File: config.mk
export PLATFORM = sky130hd
export DESIGN_NAME = seq_somador16
export DESIGN_NICKNAME = d
export VERILOG_FILES = /design/src/rtl/seq_somador16_pkg.sv /design/src/rtl/somador4B.sv /design/src/rtl/seq_somador16.sv
export SDC_FILE = /design/constraint.sdc
export NUM_CORES = 1
export LEC_CHECK = 0
export BUFFER_PORTS_ARGS = -buffer_cell sky130_fd_sc_hd__buf_2
export CAP_MARGIN = 20
export CELL_PAD_IN_SITES_DETAIL_PLACEMENT = 1
export CELL_PAD_IN_SITES_GLOBAL_PLACEMENT = 1
export CORE_MARGIN = 3
export CORE_UTILIZATION = 35
export CTS_CLUSTER_DIAMETER = 200
export DETAILED_ROUTE_END_ITERATION = 8
export HOLD_SLACK_MARGIN = 0.02
export PLACE_DENSITY_LB_ADDON = 0.1
export SLEW_MARGIN = 10
export SYNTH_ARGS = -nofsm -noshare
export SYNTH_HDL_FRONTEND = slang
export SYNTH_SLANG_ARGS = --single-unit
File: constraint.sdc
create_clock -name clk -period 2.2 [get_ports clk]
set_input_delay 0.44 -clock clk [delete_from_list [all_inputs] [get_ports clk]]
set_output_delay 0.44 -clock clk [all_outputs]
set_load 0.02 [all_outputs]
File: src/rtl/seq_somador16_pkg.sv
// seq_somador16_pkg: shared definitions for the sequential nibble-serial adder.
//   state_t  - FSM state encoding (IDLE=0, RUN=1, DONE=2, 2 bits)
//   SLICE_W  - width of the single adder slice
package seq_somador16_pkg;

    localparam int unsigned SLICE_W = 4;

    typedef enum logic [1:0] {
        StIdle = 2'd0,
        StRun  = 2'd1,
        StDone = 2'd2
    } state_t;

endpackage

File: src/rtl/somador4B.sv
// somador4B: 4-bit ripple-carry adder slice.
//   a, b  - 4-bit operands
//   cin   - carry-in
//   s     - 4-bit sum
//   cout  - carry-out of bit 3
module somador4B
    import seq_somador16_pkg::*;
(
    input  logic [SLICE_W-1:0] a,
    input  logic [SLICE_W-1:0] b,
    input  logic               cin,
    output logic [SLICE_W-1:0] s,
    output logic               cout
);

    logic [SLICE_W:0] c;

    assign c[0] = cin;

    for (genvar i = 0; i < SLICE_W; i++) begin : g_fa
        assign s[i]   = a[i] ^ b[i] ^ c[i];
        assign c[i+1] = (a[i] & b[i]) | (c[i] & (a[i] ^ b[i]));
    end

    assign cout = c[SLICE_W];

endmodule

File: src/rtl/seq_somador16.sv
// seq_somador16: computes {cout,s} = a + b + cin with one 4-bit adder slice,
// time-multiplexed over NIBBLES cycles, least significant nibble first.
//   clk    - clock, rising edge
//   rst_n  - synchronous active-low reset
//   start  - request an addition (sampled only when idle)
//   a, b   - operands, captured on an accepted start
//   cin    - carry-in, captured on an accepted start
//   sub    - (only with SEQ_SOMADOR_SUB_EN) 1: a - b, cin ignored
//   busy   - operation in progress (RUN or DONE)
//   done   - one-cycle pulse, s/cout valid from this cycle
//   s      - registered sum, partial nibbles visible while running
//   cout   - registered carry-out of the top nibble (1 = no borrow when subtracting)
// Optional feature macro: SEQ_SOMADOR_SUB_EN (adds the sub input).
module seq_somador16
    import seq_somador16_pkg::*;
#(
    parameter int unsigned NIBBLES = 4
) (
    input  logic                       clk,
    input  logic                       rst_n,
    input  logic                       start,
    input  logic [SLICE_W*NIBBLES-1:0] a,
    input  logic [SLICE_W*NIBBLES-1:0] b,
    input  logic                       cin,
`ifdef SEQ_SOMADOR_SUB_EN
    input  logic                       sub,
`endif
    output logic                       busy,
    output logic                       done,
    output logic [SLICE_W*NIBBLES-1:0] s,
    output logic                       cout
);

    localparam int unsigned W     = SLICE_W * NIBBLES;
    localparam int unsigned CNT_W = $clog2(NIBBLES);
    localparam logic [CNT_W-1:0] LAST = CNT_W'(NIBBLES - 1);

    state_t           state_q, state_d;
    logic [CNT_W-1:0] cnt_q, cnt_d;
    logic [W-1:0]     a_q, a_d;
    logic [W-1:0]     b_q, b_d;
    logic             carry_q, carry_d;
    logic [W-1:0]     s_q, s_d;
    logic             cout_q, cout_d;

    logic [SLICE_W-1:0] slice_s;
    logic               slice_co;

    // Operand registers shift right each slice, so the adder always sees nibble 0.
    somador4B u_slice (
        .a    (a_q[SLICE_W-1:0]),
        .b    (b_q[SLICE_W-1:0]),
        .cin  (carry_q),
        .s    (slice_s),
        .cout (slice_co)
    );

    always_comb begin
        state_d = state_q;
        cnt_d   = cnt_q;
        a_d     = a_q;
        b_d     = b_q;
        carry_d = carry_q;
        s_d     = s_q;
        cout_d  = cout_q;

        unique case (state_q)
            StIdle: begin
                if (start) begin
                    a_d     = a;
                    b_d     = b;
                    carry_d = cin;
`ifdef SEQ_SOMADOR_SUB_EN
                    // Two's complement subtraction: invert b, inject carry of 1.
                    if (sub) begin
                        b_d     = ~b;
                        carry_d = 1'b1;
                    end
`endif
                    cnt_d   = '0;
                    state_d = StRun;
                end
            end
            StRun: begin
                for (int i = 0; i < int'(NIBBLES); i++) begin
                    if (cnt_q == CNT_W'(i)) begin
                        s_d[i*SLICE_W +: SLICE_W] = slice_s;
                    end
                end
                carry_d = slice_co;
                a_d     = a_q >> SLICE_W;
                b_d     = b_q >> SLICE_W;
                if (cnt_q == LAST) begin
                    cout_d  = slice_co;
                    state_d = StDone;
                end else begin
                    cnt_d = cnt_q + 1'b1;
                end
            end
            StDone: begin
                state_d = StIdle;
            end
            default: begin
                state_d = StIdle;
            end
        endcase
    end

    always_ff @(posedge clk) begin
        if (!rst_n) begin
            state_q <= StIdle;
            cnt_q   <= '0;
            a_q     <= '0;
            b_q     <= '0;
            carry_q <= 1'b0;
            s_q     <= '0;
            cout_q  <= 1'b0;
        end else begin
            state_q <= state_d;
            cnt_q   <= cnt_d;
            a_q     <= a_d;
            b_q     <= b_d;
            carry_q <= carry_d;
            s_q     <= s_d;
            cout_q  <= cout_d;
        end
    end

    assign busy = (state_q != StIdle);
    assign done = (state_q == StDone);
    assign s    = s_q;
    assign cout = cout_q;

endmodule
# After elaboration in Yosys (flattened, before gate mapping)
# Cells that the tools add are included.
[classes]
addsub = 1
eq_ne = 8
reduce_logical = 11
mux = 12
bitwise_logic = 20
[ops]
columns = ["cell", "count"]
rows = [
  ["16-bit one-hot mux with 2 select lines", 2],
  ["16-bit 2-to-1 mux", 2],
  ["2-bit AND reduction", 6],
  ["1-bit bitwise AND", 8],
  ["2-bit 2-to-1 mux", 4],
  ["2-bit one-hot mux with 2 select lines", 2],
  ["1-bit XOR", 8],
  ["2-bit == test, second input constant", 3],
  ["2-bit inequality test, second input constant", 3],
  ["2-bit by 1-bit == test with 1-bit output, second input constant", 2],
  ["2-bit zero test", 2],
  ["1-bit bitwise OR", 4],
  ["2-bit nonzero test", 2],
  ["3-bit AND reduction", 1],
  ["2-bit by 1-bit adder with 2-bit output, second input constant", 1],
  ["1-bit one-hot mux with 2 select lines", 1],
  ["1-bit 2-to-1 mux", 1],
]
[word_totals]
input_bits = 36
wordCells = 62
register_bits = 54

# Logic depth before layout (Yosys ltp)
# Gate-level depths: netlist (run 1).
[depth]
word_depth = 10
mapped_depth = 9
ltp_nobuf = 9

# By module
# A second synthesis (run 1) with hierarchy kept.
[unflattened]
hier_cells = 246
hier_area_um2 = 2484.9
[by_module_without_submodules]
columns = ["module", "seq_area_each_um2", "n_inst", "cells_each", "area_per_inst_um2"]
rows = [
  ["seq_somador16", 1081.0, 1, 232, 2367.3],
  ["somador4B", 0.0, 1, 14, 117.6],
]

# Worst setup path before layout (run 1)
# Ideal clock, no wire load.
[synth_timing]
path_kind = "register to register"
startpoint = "reg a_q[0]"
endpoint = "reg s_q[3] (netlist: s[3])"
path_stages_with_launch = 9
setup_time_ns = 0.091
path_slack_ns = 0.056
path_buffers = 0
arrival_time_ns = 2.053
cell_sequence = "dfxtp_1 fa_1 inv_1 fa_1 inv_1 fa_1 inv_1 fa_1 a311oi_1"
[synth_between]
elab_chain_len = 8
[synth_lines]
columns = ["element", "line", "source"]
rows = [
  ["from (decl)", "seq_somador16.sv:40", "logic [W-1:0] a_q, a_d;"],
  ["from (signal assigned)", "seq_somador16.sv:113", "a_q <= '0;"],
  ["from (signal assigned)", "seq_somador16.sv:121", "a_q <= a_d;"],
  ["1-bit XOR", "somador4B.sv:22", "assign c[i+1] = (a[i] & b[i]) | (c[i] & (a[i] ^ b[i]));"],
  ["1-bit bitwise AND", "somador4B.sv:22", ""],
  ["1-bit bitwise OR (*)", "somador4B.sv:22", ""],
  ["1-bit bitwise AND (*)", "somador4B.sv:22", ""],
  ["1-bit bitwise OR (*)", "somador4B.sv:22", ""],
  ["1-bit bitwise AND (*)", "somador4B.sv:22", ""],
  ["1-bit bitwise OR (*)", "somador4B.sv:22", ""],
  ["1-bit XOR (*)", "somador4B.sv:21", "assign s[i] = a[i] ^ b[i] ^ c[i];"],
  ["to (signal assigned)", "seq_somador16.sv:116", "s_q <= '0;"],
  ["to (signal assigned)", "seq_somador16.sv:124", "s_q <= s_d;"],
  ["to (decl)", "seq_somador16.sv:43", "logic [W-1:0] s_q, s_d;"],
]
# Mark *: on every way between the ends. The rest lies on a longest branch, timed or not.
# A chain may end at the register's enable or synchronous reset.

# Worst setup path in the final report (run 1)
[layout_timing]
startpoint = "reg carry_q"
endpoint = "reg s_q[3] (netlist: s[3])"
[layout_between]
elab_chain_len = 7
[layout_lines]
columns = ["element", "line", "source"]
rows = [
  ["from (decl)", "seq_somador16.sv:42", "logic carry_q, carry_d;"],
  ["from (signal assigned)", "seq_somador16.sv:123", "carry_q <= carry_d;"],
  ["1-bit bitwise AND", "somador4B.sv:22", ""],
  ["1-bit bitwise OR", "somador4B.sv:22", ""],
  ["1-bit bitwise AND", "somador4B.sv:22", ""],
  ["1-bit bitwise OR", "somador4B.sv:22", ""],
  ["1-bit bitwise AND", "somador4B.sv:22", ""],
  ["1-bit bitwise OR", "somador4B.sv:22", ""],
  ["1-bit XOR", "somador4B.sv:21", ""],
]
# Every way passes these cells.

==> summary.md, run 1 <==
| Metric | Value |
|---|---|
| Mapped Nets | `308` |
| Finish-stage setup viols | `2` |
| Synth-to-layout area growth | `18.7%` |
| Detailed Route WL | `between 5000 and 6000 µm` |
| Worst slew pin tran | `just under 0.6 ns` |
| GRT Util Overall | `between 15 and 20%` |
| Horiz. Die Dim | `a little under 90 µm` |
| CP Launch Type | `flop` |
| Clock transition at the registers of the reported paths | `0.10 ns` |
| Die H | `between 80 and 90 µm` |
| HP Class | `in -> reg` |
| Post-CTS Setup Inserts | `0` |
| Post-Syn Area | `around 2300 µm²` |
| Post-Place Cells | `between 300 and 400` |
| Clock Sinks | `between 50 and 60` |
| Clock buffer depth | `2` |
| DRC errors left | `0` |
| Ant. Diodes | `0` |
| Worst Path Arrival | `approximately 2.4 ns` |
| Via density | `about 5.3` |
| Highest clock rate | `between 400 and 500 MHz` |
| Yosys cell types | `34` |
| Die ar. | `slightly below 8000 µm²` |
| Root buffer cell | `clkbuf_8` |
| Number of global-route vias before repair | `2006` |
| Critical path required time | `2.41 ns` |
| Initial Utilization | `a little over a third` |
| Critical path endpoint category | `flop` |
| Leak | `~1.2 nW` |
| Port buffer count | `54` |
| Share of cells above drive strength 1 | `between 20% and 30%` |
| CP max-delay cell | `fa_2` |
| Detail Route Antenna Nets | `0` |
| Total number of vias | `2050` |
| CP most frequent cell | `fa_2` |
| Placement Setup Slack | `-0.0812 ns` |
| Global-route wire length before repair | `a little under 10000 µm` |
| DRT Pass-1 Iters | `4` |
| Register area share after synthesis | `approximately 46%` |
| Cells after synthesis | `264` |
| Crit path max fanout | `4` |
| Worst Clk Skew | `about 0.011 ns` |
| Cts bufs inserted | `5` |
| Violated checks | `setup timing` |
| Most frequent cells in the layout | `a21oi_1 (57), buf_2 (54), dfxtp_1 (52)` |
| Yosys reg bits | `54` |
| Max incr delay on CP | `roughly 0.47 ns` |
| CTS HTree Levels | `2` |
| Max-cap violations | `0` |
| Pwr Density | `760 nW/µm²` |
| Layout net count | `356` |
| Slew Viols, Final | `0` |
| Largest net degree at the start of global routing | `25` |
| Status | `complete, but fails checks` |
| Row count | `29` |
| WS Path Type | `reg -> reg` |
| Ports | `55` |
| Overflow after GRT | `0` |
| Finished Layout Cells | `390` |
| Setup ws final | `-0.0149 ns` |
| Clock Latency Late Sink | `0.31 ns` |
| Initial DRC Count | `57` |
| Core area | `approximately 6400 µm²` |
| Hold Buf Count CTS | `0` |
| Syn. warnings | `0` |
| Final hold viol count | `0` |
| Final min period | `between 2 and 2.5 ns` |
| Fillers | `between 800 and 900` |
| Leading cell type in the layout, fill and taps excluded | `a21oi_1` |
| Worst slew margin | `60.6%` |
| Initial antenna violation count | `0` |
| Unrepaired setup endpoints after global routing | `true` |
| TritonCTS clock tree | `built` |
| HPWL after DPL | `4140 µm` |
| WL/cell | `15.1 µm` |
| Synthesized area per cell | `between 8 and 9 µm²` |
| Peak VDD IR | `roughly 0.38 mV` |
| Gpl congestion | `roughly 0.7` |
| Final period util | `101%` |
| CP Cell Sequence | `fa_2 > inv_2 > fa_2 > inv_2 > fa_2 > inv_2 > fa_2 > a311oi_1` |
## critical path: cells and delay by family (launching register included)
kind	cells	cell delay [ns]
buffers and inverters	3	0.16
DFF	1	0.34
adders and majority gates	4	1.36
AOI/OAI and AO/OA	1	0.26
## flip-flops by register name (all words and copies together), names as in the netlist
register and cells:
cout 1, s 16, carry_q 1, state_q 2, b_q 16, cnt_q 2
a_q 16
## cell type report
class	count	area (µm²)	share of cell area [%]
Clock buffer	5	68.8	2.48
Clock inverter	3	40.0	1.44
Inverter	10	37.5	1.35
Multi-Input combinational cell	178	1100	39.6
Sequential cell	54	1080	39.0
Tap cell	77	96.3	3.47
Timing Repair Buffer	63	350	12.6
## report_power, final
part	leakage (nW)	switching (W)	internal [W]	total (W)
clock	0.0579	0.000322	0.000336	0.000658
sequential	0.444	0.0000393	0.00104	0.00108
combinational	0.658	0.000221	0.000149	0.000370
total	1.16	0.000582	0.00153	0.00211
## per-layer routing
| layer | vias to the layer above | track usage [%] | share of wire (%) |
|---|---|---|---|
| met1 | 984 | 21.4 | 48 |
| met3 | 8 | 2.92 | 3.5 |
| met5 | - | 0 | 0 |
| met2 | 38 | 26.8 | 47 |
| li1 | 1020 | - | - |
| met4 | 0 | 4.60 | 1.2 |
## kinds of logic after synthesis
group,synth area share [%]
buffers and inverters,7.86
adders and majority gates,5.56
and+or+nand+nor,12.6
DFF,46.2
muxes,0.856
AOI/OAI and AO/OA,26.9
## synthesized netlist by cell type
| cell | number | share of area, % |
|---|---|---|
| buf_2 | 4 | 0.86 |
| buf_4 | 7 | 2.2 |
| o31ai_1 | 1 | 0.32 |
| or4_1 | 1 | 0.32 |
| mux2i_1 | 2 | 0.86 |
| clkbuf_1 | 5 | 0.80 |
| o32ai_1 | 1 | 0.37 |
| a221oi_2 | 2 | 1.3 |
| a2bb2oi_1 | 1 | 0.37 |
| o21ai_0 | 20 | 4.3 |
| nor2b_1 | 2 | 0.53 |
| and2_1 | 2 | 0.53 |
| inv_1 | 10 | 1.6 |
| nand3_1 | 6 | 1.3 |
| ha_1 | 4 | 2.1 |
| fa_1 | 4 | 3.4 |
| o21bai_1 | 1 | 0.32 |
| nand2_1 | 32 | 5.1 |
| a211oi_1 | 3 | 0.96 |
| o21ba_2 | 1 | 0.43 |
| a21oi_1 | 57 | 12 |
| nor3b_2 | 1 | 0.53 |
| a311oi_1 | 6 | 2.2 |
| nor2_1 | 13 | 2.1 |
| nand3b_1 | 4 | 1.3 |
| a221oi_1 | 2 | 0.75 |
| buf_6 | 4 | 1.9 |
| clkbuf_2 | 2 | 0.43 |
| and3b_1 | 1 | 0.37 |
| o21bai_4 | 1 | 0.80 |
| or2_2 | 1 | 0.27 |
| dfxtp_1 | 54 | 46 |
| nand2b_1 | 1 | 0.27 |
| a22oi_1 | 8 | 2.6 |
## what timing repair did
action                     in CTS  in global routing
setup endpoints to repair       4                  4
resized for setup               8                  3
hold endpoints to repair        0                  0
pin swaps                       5                  4
## stage by stage
| stage | hold slack [ns] | setup TNS, ns | total power, W | area, µm² | utilization, % |
|---|---|---|---|---|---|
| after floorplan | 0.466 | 0 | 0.00135 | 2340 | - |
| after global placement | 0.442 | -0.0359 | 0.00146 | 2640 | 41.1 |
| after detailed placement | 0.451 | -0.248 | 0.00147 | 2640 | 41.1 |
| after CTS | 0.353 | -0.184 | 0.00214 | 2760 | 43.0 |
| after global routing | 0.355 | -0.303 | 0.00224 | 2780 | 43.2 |
| final | 0.362 | -0.0180 | 0.00211 | 2780 | 43.2 |
## worst paths after layout
path	from	to	slack, ns	depth (start not counted)
worst max-delay path	carry_q	s[3]	-0.01	8
worst min-delay path	b[8]	b_q[8]	0.36	3
worst max register to register	carry_q	s[3]	-0.01	8
worst min register to register	s[10]	s[10]	0.46	2
Note: power is estimated with default switching activity, not from simulation.
==> run 2: changes to the inputs <==
--- a/config.mk
+++ b/config.mk
@@ -15,6 +15,7 @@
 export DETAILED_ROUTE_END_ITERATION = 8
 export HOLD_SLACK_MARGIN = 0.02
 export PLACE_DENSITY_LB_ADDON = 0.1
+export SKIP_LAST_GASP = 1
 export SLEW_MARGIN = 10
 export SYNTH_ARGS = -nofsm -noshare
 export SYNTH_HDL_FRONTEND = slang
==> summary.md, run 2 (synthesis gave the netlist of run 1 again) <==
| Metric | Value |
|---|---|
| Status | `complete, but fails checks` |
| Violated checks | `setup timing` |
| Setup ws final | `-0.0155 ns (-0.000654 ns)` |
| Gpl congestion | `0.697 (unchanged)` |
| Pwr Density | `759 nW/µm² (-0.10%)` |
| DRT Pass-1 Iters | `4 (unchanged)` |
| Largest net degree at the start of global routing | `25 (unchanged)` |
| Initial Utilization | `36.4% (unchanged)` |
| Highest clock rate | `451 MHz (about the same)` |
| Hold Buf Count CTS | `0 (unchanged)` |
| Row count | `29 (unchanged)` |
| Number of global-route vias before repair | `2006 (unchanged)` |
| Worst slew pin tran | `0.589 ns (-0.000561 ns)` |
| Detailed Route WL | `5880 µm (-0.30%)` |
| TritonCTS clock tree | `built` |
| Ant. Diodes | `0 (unchanged)` |
| Leading cell type in the layout, fill and taps excluded | `a21oi_1` |
| Worst slew margin | `60.6% (about the same)` |
| Root buffer cell | `clkbuf_8` |
| Clock Latency Late Sink | `0.31 ns (about the same)` |
| Die H | `87.8 µm (unchanged)` |
| Layout net count | `356 (unchanged)` |
| Worst Path Arrival | `2.43 ns (about the same)` |
| GRT Util Overall | `16.1% (unchanged)` |
| Post-CTS Setup Inserts | `0 (unchanged)` |
| Port buffer count | `54 (unchanged)` |
| Clock buffer depth | `2 (unchanged)` |
| Detail Route met2 WL | `2810 µm (+0.97%)` |
| WL/cell | `15.1 µm (-0.30%)` |
| Placement Setup Slack | `-0.0812 ns (unchanged)` |
| CP Launch Type | `flop` |
| Horiz. Die Dim | `87.8 µm (unchanged)` |
| Final min period | `2.22 ns (+0.000654 ns)` |
| Global-route wire length before repair | `9740 µm (unchanged)` |
| Crit path max fanout | `4 (unchanged)` |
| Share of cells above drive strength 1 | `28.4% (unchanged)` |
| Finish-stage setup viols | `2 (unchanged)` |
| Detail Route Antenna Nets | `0 (unchanged)` |
| Initial antenna violation count | `0 (unchanged)` |
| Clock Sinks | `54 (unchanged)` |
| WS Path Type | `reg -> reg` |
| Final Power | `0.00211 W (-0.10%)` |
| Cts bufs inserted | `5 (unchanged)` |
| Initial DRC Count | `48 (-16%)` |
| Unrepaired setup endpoints after global routing | `true` |
| Worst hold slack | `0.362 ns (+0.000380 ns)` |
| DR WL met3 | `210 µm (+2.9%)` |
| Leak | `1.16 nW (unchanged)` |
| Most frequent cells in the layout | `a21oi_1 (57), buf_2 (54), dfxtp_1 (52)` |
| Top Metal Used | `met4` |
| Final core utilization | `43.2% (unchanged)` |
| Fillers | `811 (unchanged)` |
| Critical path endpoint category | `flop` |
| Critical path required time | `2.41 ns (about the same)` |
| Final hold viol count | `0 (unchanged)` |
| Max-cap violations | `0 (unchanged)` |
| DRC errors left | `0 (unchanged)` |
| Final period util | `101% (about the same)` |
| Total number of vias | `2053 (+0.15%)` |
| Overflow after GRT | `0 (unchanged)` |
| DRT met1 WL | `2800 µm (-1.8%)` |
| Synth-to-layout area growth | `18.7% (unchanged)` |
| Ports | `55 (unchanged)` |
| Die ar. | `7700 µm² (unchanged)` |
| Core area | `6420 µm² (unchanged)` |
| CTS HTree Levels | `2 (unchanged)` |
| Via density | `5.26 (+0.15%)` |
| Worst Clk Skew | `0.0104 ns (-0.000284 ns)` |
| HP Class | `in -> reg` |
| HPWL after DPL | `4140 µm (unchanged)` |
| Slew Viols, Final | `0 (unchanged)` |
| Clock transition at the registers of the reported paths | `0.10 ns (about the same)` |
| Peak VDD IR | `0.382 mV (about the same)` |
## run 2: cell counts in the layout (fill, tap and decap cells not counted)
Identical to the previous run, type by type.
## run 2: repair_timing
action | 4_1_cts | 5_1_grt
gates resized for setup | 8 | 3
cloned | 0 | 0
endpoints found under the hold margin | 0 | 0
pin swaps | 5 | 4
setup endpoints to repair | 4 | 4
## run 2: where the power goes
part	total, W	switching [W]	internal [W]	leakage, nW
registers	0.00108	0.0000391	0.00104	0.444
logic	0.000368	0.000220	0.000149	0.658
clock network	0.000657	0.000321	0.000336	0.0579
total	0.00211	0.000580	0.00153	1.16
## run 2: stage by stage
| stage | cells | TNS, ns | area [µm²] |
|---|---|---|---|
| 2_1_floorplan | 264 | 0 | 2340 |
| 3_3_place_gp | 382 | -0.0359 | 2640 |
| 3_5_place_dp | 382 | -0.248 | 2640 |
| 4_1_cts | 390 | -0.184 | 2760 |
| 5_1_grt | 390 | -0.303 | 2780 |
| 6_report | 390 | -0.0200 | 2780 |
## run 2: cell type report
cell class              instances  area (µm²)  area share [%]
repair buffers                 63         350            12.6
clock inverters                 3        40.0            1.44
multi-input cells             178        1100            39.6
clock buffers                   5        68.8            2.48
well taps                      77        96.3            3.47
inverters                      10        37.5            1.35
flip-flops and latches         54        1080            39.0
## run 2: layer usage
layer,GRT usage (%),vias up
met5,0,-
met2,26.8,42
met3,2.92,8
li1,-,1020
met1,21.4,983
met4,4.60,0
## run 2: final timing paths
path,startpoint,end,slack [ns],cells past startpoint
hold / removal,b[8],b_q[8],0.36,3
setup / recovery,carry_q,s[3],-0.02,8
hold reg to reg,s[10],s[10],0.46,2
setup reg to reg,carry_q,s[3],-0.02,8
## run 2: critical path, cell delays in order (launching register included)
cell and delay (ns):
dfxtp_2 0.34, fa_2 0.38, inv_2 0.06, fa_2 0.19, inv_2 0.04, fa_2 0.32
inv_2 0.06, fa_2 0.47, a311oi_1 0.26
==> run 3: changes to the inputs <==
--- a/config.mk
+++ b/config.mk
@@ -15,6 +15,7 @@
 export DETAILED_ROUTE_END_ITERATION = 8
 export HOLD_SLACK_MARGIN = 0.02
 export PLACE_DENSITY_LB_ADDON = 0.1
+export RECOVER_POWER = 25
 export SKIP_LAST_GASP = 1
 export SLEW_MARGIN = 10
 export SYNTH_ARGS = -nofsm -noshare
==> summary.md, run 3 (synthesis gave the netlist of run 1 again) <==
| Metric | Value |
|---|---|
| CTS HTree Levels | `2 (unchanged)` |
| Worst hold slack | `0.362 ns (-0.0000560 ns)` |
| Gpl congestion | `0.697 (unchanged)` |
| Final min period | `2.22 ns (+0.000135 ns)` |
| Global-route wire length before repair | `9740 µm (unchanged)` |
| Ports | `55 (unchanged)` |
| Post-CTS Setup Inserts | `0 (unchanged)` |
| Row count | `29 (unchanged)` |
| CP Cell Sequence | `fa_2 > inv_2 > fa_2 > inv_2 > fa_2 > inv_2 > fa_2 > a311oi_1` |
| Number of global-route vias before repair | `2006 (unchanged)` |
| Synth-to-layout area growth | `17.8%` |
| Max incr delay on CP | `0.47 ns (about the same)` |
| Unrepaired setup endpoints after global routing | `true` |
| Crit path max fanout | `4 (unchanged)` |
| WS Path Type | `reg -> reg` |
| Clock Latency Late Sink | `0.31 ns (about the same)` |
| Family with the most delay on the worst path | `adder cells` |
| WP buf/inv | `3 (unchanged)` |
| Overflow after GRT | `0 (unchanged)` |
| Initial DRC Count | `56 (+17%)` |
| Total number of vias | `2054 (+0.049%)` |
| Violated checks | `setup timing` |
| Clock buffer depth | `2 (unchanged)` |
| Worst Clk Skew | `0.0107 ns (+0.000340 ns)` |
| Cts bufs inserted | `5 (unchanged)` |
| Finish-stage setup viols | `2 (unchanged)` |
| Horiz. Die Dim | `87.8 µm (unchanged)` |
| Worst Path Arrival | `2.43 ns (about the same)` |
| Critical path required time | `2.41 ns (about the same)` |
| Final period util | `101% (about the same)` |
| Clock Sinks | `54 (unchanged)` |
| HPWL after DPL | `4140 µm (unchanged)` |
| Port buffer count | `54 (unchanged)` |
| Slew Viols, Final | `0 (unchanged)` |
| Final hold viol count | `0 (unchanged)` |
| DRC errors left | `0 (unchanged)` |
| Placed cell area | `2640 µm² (unchanged)` |
| Leak | `1.09 nW (-6.3%)` |
| Initial Utilization | `36.4% (unchanged)` |
| Final core utilization | `42.9% (-0.33 points)` |
| Design area | `2760 µm² (-0.77%)` |
| GRT Util Overall | `16.1% (unchanged)` |
| Detail Route Antenna Nets | `0 (unchanged)` |
| Leading cell type in the layout, fill and taps excluded | `a21oi_1` |
| TritonCTS clock tree | `built` |
| CP most frequent cell | `fa_2` |
| Critical path endpoint category | `flop` |
| Max-cap violations | `0 (unchanged)` |
| Initial antenna violation count | `0 (unchanged)` |
| CP Launch Type | `flop` |
| WL/cell | `15.2 µm (+0.42%)` |
| Post-Place Cells | `382 (unchanged)` |
| Layout net count | `356 (unchanged)` |
| Detailed Route WL | `5910 µm (+0.42%)` |
| Ant. Diodes | `0 (unchanged)` |
| HP Class | `in -> reg` |
| Share of cells above drive strength 1 | `23.0% (-5.4 points)` |
| DRT Pass-1 Iters | `4 (unchanged)` |
| Pwr Density | `764 nW/µm² (+0.64%)` |
| Die H | `87.8 µm (unchanged)` |
| Die ar. | `7700 µm² (unchanged)` |
| Core area | `6420 µm² (unchanged)` |
| Status | `complete, but fails checks` |
| Worst slew pin tran | `0.594 ns (+0.00473 ns)` |
| Hold Buf Count CTS | `0 (unchanged)` |
| Peak VDD IR | `0.381 mV (-0.14%)` |
| Clock transition at the registers of the reported paths | `0.10 ns (about the same)` |
| Worst slew margin | `60.3% (-0.32 points)` |
| Via density | `5.27 (about the same)` |
| Largest net degree at the start of global routing | `25 (unchanged)` |
| Finished Layout Cells | `390 (unchanged)` |
| Setup ws final | `-0.0157 ns (-0.000135 ns)` |
| CP max-delay cell | `fa_2` |
| Highest clock rate | `451 MHz (about the same)` |
| Most frequent cells in the layout | `a21oi_1 (57), dfxtp_1 (52), buf_2 (37)` |
| Root buffer cell | `clkbuf_8` |
-- run 3: cell count changes in the layout (fill, tap and decap cells not counted) --
cell      delta
clkbuf_1    +17
buf_2       -17
-- run 3: timing repair --
action	4_1_cts	5_1_grt
pin swaps	5	4
setup endpoints to repair	4	4
resized for setup	8	3
-- run 3: where the power goes --
part | switching [W] | internal (W)
Clock | 0.000321 | 0.000336
Sequential | 0.0000393 | 0.00104
Combinational | 0.000220 | 0.000146
Total | 0.000580 | 0.00152
-- run 3: final timing paths --
path                start  endpoint  cells after the start  slack [ns]
setup / recovery  carry_q      s[3]                      8       -0.02
hold / removal       b[8]    b_q[8]                      3        0.36
setup reg to reg  carry_q      s[3]                      8       -0.02
hold reg to reg     s[10]     s[10]                      2        0.47
-- run 3: cell type report --
class | instances | area, µm²
Inverter | 10 | 37.5
Clock buffer | 5 | 68.8
Fill cell | 815 | 3670
Clock inverter | 3 | 40.0
Timing Repair Buffer | 63 | 329
Sequential cell | 54 | 1080
Tap cell | 77 | 96.3
Multi-Input combinational cell | 178 | 1100
-- run 3: metal layers --
layer / vias up / wire [µm] / GRT usage, %
li1: 1020 / - / -
met1: 986 / 2850 / 21.4
met2: 40 / 2790 / 26.8
met3: 8 / 198 / 2.92
met4: 0 / 68 / 4.60
met5: - / 0 / 0
-- run 3: stage by stage --
stage | setup WS, ns | power [W] | setup TNS [ns]
6_report | -0.0157 | 0.00211 | -0.0206
4_1_cts | -0.0624 | 0.00214 | -0.184
2_1_floorplan | 0.0565 | 0.00135 | 0
3_5_place_dp | -0.0812 | 0.00147 | -0.248
3_3_place_gp | -0.0197 | 0.00146 | -0.0359
5_1_grt | -0.0980 | 0.00223 | -0.303
-- run 3: tightest hold or removal path, cell delays in order --
cell and delay [ns]:
buf_2 0.10, nand2_1 0.04, a21oi_1 0.05
